==> src/rtl/assoc_wb_cache.sv <==
// N-way set-associative write-back/write-allocate data cache with true-LRU replacement.
// Defining CACHE_FLUSH_EN adds i_flush/o_flush_done and a walk that writes back every dirty line.
module assoc_wb_cache #(
  parameter int unsigned ADDR_W = 32,
  parameter int unsigned DATA_W = 32,
  parameter int unsigned SETS   = 8,
  parameter int unsigned WAYS   = 2
) (
  input  logic                i_clk,
  input  logic                i_reset,
  input  logic                i_cpu_req,
  input  logic                i_cpu_we,
  input  logic [DATA_W/8-1:0] i_cpu_be,
  input  logic [ADDR_W-1:0]   i_cpu_addr,
  input  logic [DATA_W-1:0]   i_cpu_wdata,
  output logic [DATA_W-1:0]   o_cpu_rdata,
  output logic                o_cpu_ready,
`ifdef CACHE_FLUSH_EN
  input  logic                i_flush,
  output logic                o_flush_done,
`endif
  output logic                o_mem_req,
  output logic                o_mem_we,
  output logic [ADDR_W-1:0]   o_mem_addr,
  output logic [DATA_W-1:0]   o_mem_wdata,
  input  logic [DATA_W-1:0]   i_mem_rdata,
  input  logic                i_mem_ack
);
  localparam int unsigned BE_W  = DATA_W / 8;
  localparam int unsigned OFF_W = $clog2(BE_W);
  localparam int unsigned IDX_W = $clog2(SETS);
  localparam int unsigned TAG_W = ADDR_W - OFF_W - IDX_W;
  localparam int unsigned WAY_W = (WAYS > 1) ? $clog2(WAYS) : 1;

  typedef enum logic [2:0] {
    StIdle, StWriteback, StRefill, StResp
`ifdef CACHE_FLUSH_EN
    , StFlush, StFlushDone
`endif
  } state_e;

  function automatic logic [DATA_W-1:0] merge(input logic [DATA_W-1:0] old_w,
                                              input logic [DATA_W-1:0] new_w,
                                              input logic [BE_W-1:0]   be);
    merge = old_w;
    for (int b = 0; b < BE_W; b++) if (be[b]) merge[8*b +: 8] = new_w[8*b +: 8];
  endfunction

  state_e             r_state, w_state_d;
  logic               r_valid [SETS][WAYS];
  logic               r_dirty [SETS][WAYS];
  logic [TAG_W-1:0]   r_tag   [SETS][WAYS];
  logic [DATA_W-1:0]  r_data  [SETS][WAYS];
  logic [WAY_W-1:0]   r_victim;
  logic [DATA_W-1:0]  r_rdata;
  logic               r_gap;

  logic [IDX_W-1:0]   w_idx;
  logic [TAG_W-1:0]   w_tag;
  logic [WAYS-1:0]    w_hit_vec;
  logic               w_hit, w_take, w_hit_fire, w_miss, w_fill, w_mem_req, w_mem_ack;
  logic [WAY_W-1:0]   w_hit_way, w_victim, w_lru_way;
  logic [DATA_W-1:0]  w_hit_data, w_fill_data;

  assign w_tag = i_cpu_addr[ADDR_W-1 -: TAG_W];

`ifdef CACHE_FLUSH_EN
  logic             r_flushing;
  logic [IDX_W-1:0] r_fset;
  logic [WAY_W-1:0] r_fway;
  logic             w_fl_last, w_fl_dirty, w_fl_adv;
  assign w_idx      = r_flushing ? r_fset : i_cpu_addr[OFF_W +: IDX_W];
  assign w_take     = (r_state == StIdle) && i_cpu_req && !i_flush;
  assign w_fl_last  = (r_fset == IDX_W'(SETS - 1)) && (r_fway == WAY_W'(WAYS - 1));
  assign w_fl_dirty = r_valid[r_fset][r_fway] && r_dirty[r_fset][r_fway];
  assign w_fl_adv   = ((r_state == StFlush) && !w_fl_dirty) ||
                      ((r_state == StWriteback) && r_flushing && w_mem_ack);
  assign o_flush_done = (r_state == StFlushDone);
`else
  assign w_idx  = i_cpu_addr[OFF_W +: IDX_W];
  assign w_take = (r_state == StIdle) && i_cpu_req;
`endif

  for (genvar w = 0; w < WAYS; w++) begin : g_cmp
    assign w_hit_vec[w] = r_valid[w_idx][w] && (r_tag[w_idx][w] == w_tag);
  end

  always_comb begin
    w_hit_way = '0;
    w_victim  = w_lru_way;
    for (int w = WAYS - 1; w >= 0; w--) begin
      if (w_hit_vec[w]) w_hit_way = WAY_W'(w);
      if (!r_valid[w_idx][w]) w_victim = WAY_W'(w);
    end
  end

  assign w_hit       = |w_hit_vec;
  assign w_hit_fire  = w_take && w_hit;
  assign w_miss      = w_take && !w_hit;
  // r_gap forces one idle memory cycle after every ack (writeback -> refill included).
  assign w_mem_req   = ((r_state == StWriteback) || (r_state == StRefill)) && !r_gap;
  assign w_mem_ack   = w_mem_req && i_mem_ack;
  assign w_fill      = (r_state == StRefill) && w_mem_ack;
  assign w_hit_data  = r_data[w_idx][w_hit_way];
  assign w_fill_data = merge(i_mem_rdata, i_cpu_wdata, i_cpu_we ? i_cpu_be : '0);

  assign o_cpu_ready = (r_state == StResp);
  assign o_cpu_rdata = r_rdata;
  assign o_mem_req   = w_mem_req;

  always_comb begin
    w_state_d   = r_state;
    o_mem_we    = 1'b0;
    o_mem_addr  = '0;
    o_mem_wdata = '0;
    case (r_state)
      StIdle: begin
`ifdef CACHE_FLUSH_EN
        if (i_flush) w_state_d = StFlush;
        else
`endif
        if (i_cpu_req) begin
          if (w_hit) w_state_d = StResp;
          else if (r_valid[w_idx][w_victim] && r_dirty[w_idx][w_victim]) w_state_d = StWriteback;
          else w_state_d = StRefill;
        end
      end
      StWriteback: begin
        o_mem_we    = 1'b1;
        o_mem_addr  = ADDR_W'({r_tag[w_idx][r_victim], w_idx}) << OFF_W;
        o_mem_wdata = r_data[w_idx][r_victim];
        if (w_mem_ack) begin
`ifdef CACHE_FLUSH_EN
          if (r_flushing) w_state_d = w_fl_last ? StFlushDone : StFlush;
          else
`endif
          w_state_d = StRefill;
        end
      end
      StRefill: begin
        o_mem_addr = (i_cpu_addr >> OFF_W) << OFF_W;
        if (w_mem_ack) w_state_d = StResp;
      end
      StResp: w_state_d = StIdle;
`ifdef CACHE_FLUSH_EN
      StFlush: begin
        if (w_fl_dirty) w_state_d = StWriteback;
        else if (w_fl_last) w_state_d = StFlushDone;
      end
      StFlushDone: w_state_d = StIdle;
`endif
      default: w_state_d = StIdle;
    endcase
  end

  always_ff @(posedge i_clk or posedge i_reset) begin
    if (i_reset) begin
      r_state  <= StIdle;
      r_valid  <= '{default: '0};
      r_dirty  <= '{default: '0};
      r_victim <= '0;
      r_rdata  <= '0;
      r_gap    <= 1'b0;
`ifdef CACHE_FLUSH_EN
      r_flushing <= 1'b0;
      r_fset     <= '0;
      r_fway     <= '0;
`endif
    end else begin
      r_state <= w_state_d;
      r_gap   <= w_mem_ack;
      if (w_hit_fire) begin
        if (i_cpu_we) r_dirty[w_idx][w_hit_way] <= 1'b1;
        else          r_rdata <= w_hit_data;
      end
      if (w_miss) r_victim <= w_victim;
      if (w_fill) begin
        r_valid[w_idx][r_victim] <= 1'b1;
        r_dirty[w_idx][r_victim] <= i_cpu_we;
        r_rdata                  <= w_fill_data;
      end
`ifdef CACHE_FLUSH_EN
      if ((r_state == StIdle) && i_flush) begin
        r_flushing <= 1'b1;
        r_fset     <= '0;
        r_fway     <= '0;
      end
      if ((r_state == StFlush) && w_fl_dirty) r_victim <= r_fway;
      if ((r_state == StWriteback) && r_flushing && w_mem_ack) r_dirty[r_fset][r_victim] <= 1'b0;
      if (w_fl_adv) begin
        if (r_fway == WAY_W'(WAYS - 1)) begin
          r_fway <= '0;
          r_fset <= r_fset + 1'b1;
        end else begin
          r_fway <= r_fway + 1'b1;
        end
      end
      if (r_state == StFlushDone) r_flushing <= 1'b0;
`endif
    end
  end

  always_ff @(posedge i_clk) begin
    if (w_hit_fire && i_cpu_we) r_data[w_idx][w_hit_way] <= merge(w_hit_data, i_cpu_wdata, i_cpu_be);
    if (w_fill) begin
      r_data[w_idx][r_victim] <= w_fill_data;
      r_tag[w_idx][r_victim]  <= w_tag;
    end
  end

  if (WAYS > 1) begin : g_lru
    logic [WAY_W-1:0] r_age [SETS][WAYS];
    logic [WAY_W-1:0] w_acc_way, w_acc_age;

    assign w_acc_way = w_hit_fire ? w_hit_way : r_victim;
    assign w_acc_age = r_age[w_idx][w_acc_way];

    always_comb begin
      w_lru_way = '0;
      for (int w = 0; w < WAYS; w++) if (r_age[w_idx][w] == WAY_W'(WAYS - 1)) w_lru_way = WAY_W'(w);
    end

    // Accessed way becomes youngest; only ways younger than it age by one.
    always_ff @(posedge i_clk or posedge i_reset) begin
      if (i_reset) begin
        for (int s = 0; s < SETS; s++)
          for (int w = 0; w < WAYS; w++) r_age[s][w] <= WAY_W'(w);
      end else if (w_hit_fire || w_fill) begin
        for (int w = 0; w < WAYS; w++) begin
          if (WAY_W'(w) == w_acc_way) r_age[w_idx][w] <= '0;
          else if (r_age[w_idx][w] < w_acc_age) r_age[w_idx][w] <= r_age[w_idx][w] + 1'b1;
        end
      end
    end
  end else begin : g_no_lru
    assign w_lru_way = '0;
  end

endmodule

==> config.mk <==
export PLATFORM = sky130hd
export DESIGN_NAME = assoc_wb_cache
export DESIGN_NICKNAME = d
export VERILOG_FILES = /design/src/rtl/assoc_wb_cache.sv
export SDC_FILE = /design/constraint.sdc
export NUM_CORES = 1
export LEC_CHECK = 0
export CAP_MARGIN = 40
export CELL_PAD_IN_SITES_DETAIL_PLACEMENT = 2
export CELL_PAD_IN_SITES_GLOBAL_PLACEMENT = 2
export CORE_MARGIN = 5
export CORE_UTILIZATION = 45
export CTS_BUF_LIST = sky130_fd_sc_hd__clkbuf_16
export DETAILED_ROUTE_END_ITERATION = 8
export DONT_BUFFER_PORTS = 1
export GPL_ROUTABILITY_DRIVEN = 0
export HOLD_SLACK_MARGIN = 0.08
export PLACE_DENSITY = 0.76
export SLEW_MARGIN = 30
export SYNTH_ARGS = -nofsm -noshare
export SYNTH_HDL_FRONTEND = slang
export SYNTH_SLANG_ARGS = --single-unit
==> constraint.sdc <==
create_clock -name i_clk -period 5.5 [get_ports i_clk]
set_input_delay 1.1 -clock i_clk [delete_from_list [all_inputs] [get_ports i_clk]]
set_output_delay 1.1 -clock i_clk [all_outputs]
set_load 0.03 [all_outputs]
==> impl_metrics.ini, run 1 <==
[grt]
use_met3_pct = 6.38
grt_pass1_vias = 32200
grt_max_degree = 256
grt_use_total_pct = 32.1
grtUsageMet1_pct = 40.5
antenna_found_initial = 6
grt_overflow = 0
grt_pass1_wl_um = 240000
grt_busiest_layer = met2
use_met2_pct = 54.5

[timing]
fin_crit_sh_pct = 96.1
setup_viol = 0
rsz0062_at_grt = false
min_period_ns = 5.28
clock_skew_ns = 0.0381
setup_ws_ns = 0.216
tightest_slew_ns = 1.03
hold_viol_final = 0
fmax_ghz = 0.189
slew_headroom_pct = 31.7
final_max_slew_viol_count = 0

[synthesis]
synthFlopType = edfxtp_1
synth_seq_cells = 1028
syn_inst = 2851
synth_area_um2 = 43400
synth-edff-count = 944
synth-async-reset-ratio_pct = 8.17
ys_types = 85
syn_area_per_cell_um2 = 15.2
synth_most_common_cell = edfxtp_1
ys_seq_area_share_pct = 70.2
synth_top_cell_area_share_pct = 65.3
synth_commonest_cells = 944 x edfxtp_1, 200 x a22oi_1, 176 x nor2_1
synth_top_area_cell = edfxtp_1
synth_area_leaders = edfxtp_1 65%, dfrtp_1 4.4%, mux2i_1 3.5%
ys_warn_count = 0

[power]
power.density_nw_per_um2 = 412
total_power_w = 0.0206
vdd_ir_drop_max_mv = 0.374
leakagePower_nw = 16.7

[critical_path]
cp_max_fo = 255
cpPeakStageDelay_ns = 0.81
crit_top_cell = buf_4
arrival_ns = 5.74
path_class = in2reg
slowest_stage = mux4_2
critPathTopFamily = simple AND/OR/NAND/NOR gates
r2r_start = r_tag[5][26]$_DFFE_PP_
cp-end-kind = flop
worst_setup_path_start_kind = input port
path_cells = mux4_2 > nor2b_1 > nor3_1 > nor4b_1 > buf_4 > nand4_1 > nor4_4 > buf_12 > nor2b_2 > buf_12 > buf_4 > buf_4 > o21ai_0 > o21ai_0 > buf_4
crit_required_ns = 5.96
crit_buf_inv = 6
setup.worst_path.start = i_cpu_addr[2]

[routing]
via_per_inst = 6.85
drtAntennaViolNets = 0
wl_per_cell_um = 39.0
wirelength_um = 170000
dr.pass1.iters = 6
vias = 29800
drt_iter0_markers = 4055
drc_errors = 0

[die]
rows = 114
placeableCoreArea_um2 = 96100
die_area_um2 = 103000
die_h_um = 321
die_x_um = 321
start_util_pct = 45.1
pin_count = 204

[clock_tree]
htree_levels = 3
worstSkewPairLatency_ns = 0.72
cts_tree = yes
post_cts_buffers = 0
clockBufferDepth = 3
cts_root_buf = clkbuf_16
hold_buffers = 0
cts_sinks = 1028
cts_buffers = 109
clk_pin_slew_ns = 0.06
cts_resized = 0

[flow_run]
maxCapViolCount = 0

[placement]
io_buffers = 0
dpl_cell_area_um2 = 46300
placed_cells = 4129
dpl.hpwl_um = 99800
dp_slack_ns = -0.239

[finish]
layout.cells.non_filler = 4348
nets = 3083
post-route-util_pct = 51.9
syn_to_final_growth_pct = 15.0
drive_above_1_share_pct = 18.5
design_area_um2 = 49900

[outcome]
status = finished, final reports clean

[min_path]
hold_class = in2async
==> power by group <==
part           total (W)  internal, W  leakage (nW)  switching, W
clock            0.00757      0.00433          1.86       0.00324
combinational    0.00349      0.00102          5.33       0.00247
sequential       0.00951      0.00904          9.54      0.000470
==> final timing paths <==
path	endpoint	cells after the start	slack [ns]
min in group i_clk	r_tag[5][45]$_DFFE_PP_	0	0.47
worst max register to register	r_data[1][39]$_DFFE_PP_	13	0.90
worst min register to register	r_valid[6]$_DFFE_PP0P_	1	0.48
max in group asynchronous	r_victim$_DFFE_PP0P_	2	3.97
worst min-delay path	r_state[1]$_DFFE_PP0P_	1	0.31
worst max-delay path	r_data[1][39]$_DFFE_PP_	15	0.22
==> sequential cells by signal, indices dropped and copies added (netlist names) <==
name,count
g_lru.r_age,16
r_tag,432
r_state,2
r_dirty,16
r_victim,1
r_valid,16
r_gap,1
o_cpu_rdata,32
r_data,512
==> layout make-up <==
| cell class | instances | area (um2) |
|---|---|---|
| diodes | 3 | 7.51 |
| clock buffers | 112 | 2800 |
| clock inverters | 94 | 781 |
| fillers | 8728 | 46200 |
| inverters | 33 | 126 |
| multi-input cells | 1596 | 12200 |
| flip-flops and latches | 1028 | 30500 |
| well taps | 1276 | 1600 |
| repair buffers | 206 | 1970 |
==> cells by family (layout without fill, tap and decap cells) <==
family                     after synthesis  count (layout)  synth area share (%)
AOI/OAI and AO/OA                      764             764                  12.1
xor gates and xnor gates                30              30                 0.605
adders and majority gates                4               4                 0.115
buffers and inverters                  228             445                  2.41
DFF                                   1028            1028                  70.2
muxes                                  283             283                  8.57
other                                    1               5               0.00864
and+or+nand+nor                        513             513                  6.05
==> layer usage <==
| layer | part of all wire (%) | vias to the layer above |
|---|---|---|
| met2 | 50 | 1916 |
| met4 | 4.3 | 2 |
| met1 | 37 | 15800 |
| li1 | - | 11700 |
| met5 | 0.0041 | - |
| met3 | 8.7 | 399 |
==> worst register-to-register path: cells and delay by family, from the launching register on <==
family,cells,cell delay [ns]
buffers and inverters,4,0.74
muxes,2,0.93
and+or+nand+nor,3,1.28
xor gates and xnor gates,1,0.19
AOI/OAI and AO/OA,3,0.93
DFF,1,0.39
==> through the flow <==
stage	hold WS (ns)	setup TNS, ns
2_1_floorplan	0.428	-21.77
3_3_place_gp	0.444	0
3_5_place_dp	0.454	-4.99
4_1_cts	0.303	0
5_1_grt	0.335	0
6_report	0.312	0
==> layout by cell type (no fill, tap or decap), drive strengths merged, types with 7 or more instances in the layout <==
cell	count
clkbuf	120
a22oi	200
mux4	64
nor2b	27
inv	61
and4	9
edfxtp	944
bufinv	14
a21boi	16
o21a	9
dfstp	8
nand2	94
nor2	177
a22o	23
nand3b	35
nand2b	22
buf	197
nand4	20
and2	14
a221o	13
nor4	12
and3	20
o211ai	39
mux2i	152
nor3	26
o21ai	141
a211oi	33
a21o	7
o211a	7
or2	10
a31oi	73
a221oi	39
nand3	32
a21oi	93
dfrtp	76
o22ai	34
o221a	8
mux2	67
clkinv	51
xnor2	29
Power figures use the tool's default switching activity.
==> run 2, diff against run 1 <==
- CAP_MARGIN: 40 -> 10
- CTS_CLUSTER_SIZE: not set -> 24
- clock period: 5.5 -> 6.1 ns (I/O delays scaled with it)
==> run 2 against run 1 <==
Die area unchanged. Sequential cell count unchanged. Global-route usage up 0.89 points. Routed wire length up 2.2%. Clock-buffer cell count down 3. Sequential power down 9.6%. Setup slack better by 0.18 ns. Critical endpoint is now r_data[1][11]$_DFFE_PP_. Largest power group unchanged.
==> impl_metrics.ini, run 2 (synthesis results as in run 1) <==
[power]
vdd_ir_drop_max_mv = 0.298
leakagePower_nw = 16.7
power.density_nw_per_um2 = 373
total_power_w = 0.0186

[clock_tree]
cts_tree = yes
clk_pin_slew_ns = 0.07
post_cts_buffers = 0
worstSkewPairLatency_ns = 0.74
hold_buffers = 0
clockBufferDepth = 3
cts_sinks = 1028
cts_root_buf = clkbuf_16
htree_levels = 3
cts_resized = 0
cts_buffers = 108

[grt]
grt_overflow = 0
grt_pass1_wl_um = 246000
grt_max_degree = 256
grt_pass1_vias = 32700
grt_use_total_pct = 33.0
antenna_found_initial = 1

[timing]
setup_viol = 0
tightest_slew_ns = 1.02
clock_skew_ns = 0.0560
final_max_slew_viol_count = 0
rsz0062_at_grt = false
fin_crit_sh_pct = 93.5
setup_tns_ns = 0
setup_ws_ns = 0.396
slew_headroom_pct = 31.2
fmax_ghz = 0.175
hold_viol_final = 0
min_period_ns = 5.70

[min_path]
hold_class = in2async

[routing]
drtAntennaViolNets = 0
drc_errors = 0
wirelength_um = 173000
wl_per_cell_um = 39.9
drt_iter0_markers = 3645
via_per_inst = 6.90
vias = 29900
dr.pass1.iters = 6

[critical_path]
r2r_start = r_tag[6][39]$_DFFE_PP_
cp.depth = 13
critPathTopFamily = simple AND/OR/NAND/NOR gates
cpPeakStageDelay_ns = 0.73
worst_setup_path_start_kind = input port
rrSetupSlack_ns = 1.18
setup.worst_path.start = i_cpu_addr[2]
slowest_stage = mux4_2
r2r_cells = 13
crit_required_ns = 6.44
crit_buf_inv = 4
crit_top_cell = buf_4
crit_path_end = r_data[1][11]$_DFFE_PP_
cp_max_fo = 255
arrival_ns = 6.05
path_cells = mux4_2 > nor2b_1 > nor3_1 > nor4b_1 > buf_4 > nand4_1 > nor4_4 > buf_4 > nor2b_2 > buf_12 > buf_4 > o21ai_0 > o21ai_0
r2r-end = r_data[1][11]$_DFFE_PP_
cp-end-kind = flop
path_class = in2reg

[die]
placeableCoreArea_um2 = 96100
pin_count = 204
die_x_um = 321
rows = 114
die_h_um = 321
die_area_um2 = 103000
start_util_pct = 45.1

[placement]
dp_slack_ns = 0.0269
io_buffers = 0
dpl.hpwl_um = 102000

[flow_run]
maxCapViolCount = 0

[finish]
syn_to_final_growth_pct = 14.9
drive_above_1_share_pct = 18.8
final_common_cell = edfxtp_1
nets = 3078
final_cell_mix = 944 x edfxtp_1, 200 x a22oi_1, 173 x buf_4
largest_register_ffs = 512
regMostFlops = r_data

[outcome]
status = finished, final reports clean
run 2: cell count changes in the layout (fill, tap and decap cells not counted), sizes merged:
cell,delta
clkbuf,-11
buf,+5
clkinv,-3
clkinvlp,+2
diode,-2
bufinv,+1
clkdlybuf4s18,-1
inv,-1
run 2: per-stage QoR:
step	cells	hold slack, ns	utilization (%)	cell area [um2]
2_1_floorplan	2852	0.428	-	43400
3_3_place_gp	4129	0.445	48.0	46100
3_5_place_dp	4132	0.450	48.0	46200
4_1_cts	4334	0.404	51.8	49800
5_1_grt	4337	0.450	51.9	49900
6_report	4338	0.437	51.9	49900
run 2: how the worst min path moves through the flow:
stage | endpoint | from | cells after the start | slack [ns]
2_1_floorplan | r_valid[11]$_DFFE_PP0P_ | r_valid[11]$_DFFE_PP0P_ | 1 | 0.43
3_3_place_gp | r_valid[14]$_DFFE_PP0P_ | r_valid[14]$_DFFE_PP0P_ | 1 | 0.45
3_5_place_dp | r_valid[11]$_DFFE_PP0P_ | r_valid[11]$_DFFE_PP0P_ | 1 | 0.45
4_1_cts | r_valid[12]$_DFFE_PP0P_ | i_reset | 1 | 0.40
5_1_grt | r_valid[12]$_DFFE_PP0P_ | i_reset | 1 | 0.45
6_report | r_valid[12]$_DFFE_PP0P_ | i_reset | 1 | 0.44
run 2: area by class of cell:
type | count | area (um2)
well taps | 1276 | 1600
repair buffers | 202 | 1920
clock buffers | 109 | 2730
fillers | 8729 | 46300
inverters | 33 | 126
multi-input cells | 1596 | 12200
flip-flops and latches | 1028 | 30500
diodes | 1 | 2.50
clock inverters | 93 | 873
run 2: metal layers:
layer / global-route usage [%] / vias up / part of all wire, % / wire [um]
met5: 0 / - / 0 / 0
met4: 14.8 / 0 / 4.9 / 8530
met3: 7.46 / 490 / 9.1 / 15800
met2: 56.3 / 1970 / 50 / 86500
met1: 40.4 / 15800 / 36 / 62400
li1: - / 11700 / - / -
run 2: power breakdown:
group	internal, W	switching (W)	total (W)
logic	0.000894	0.00220	0.00310
registers	0.00815	0.000450	0.00860
clock network	0.00388	0.00300	0.00689
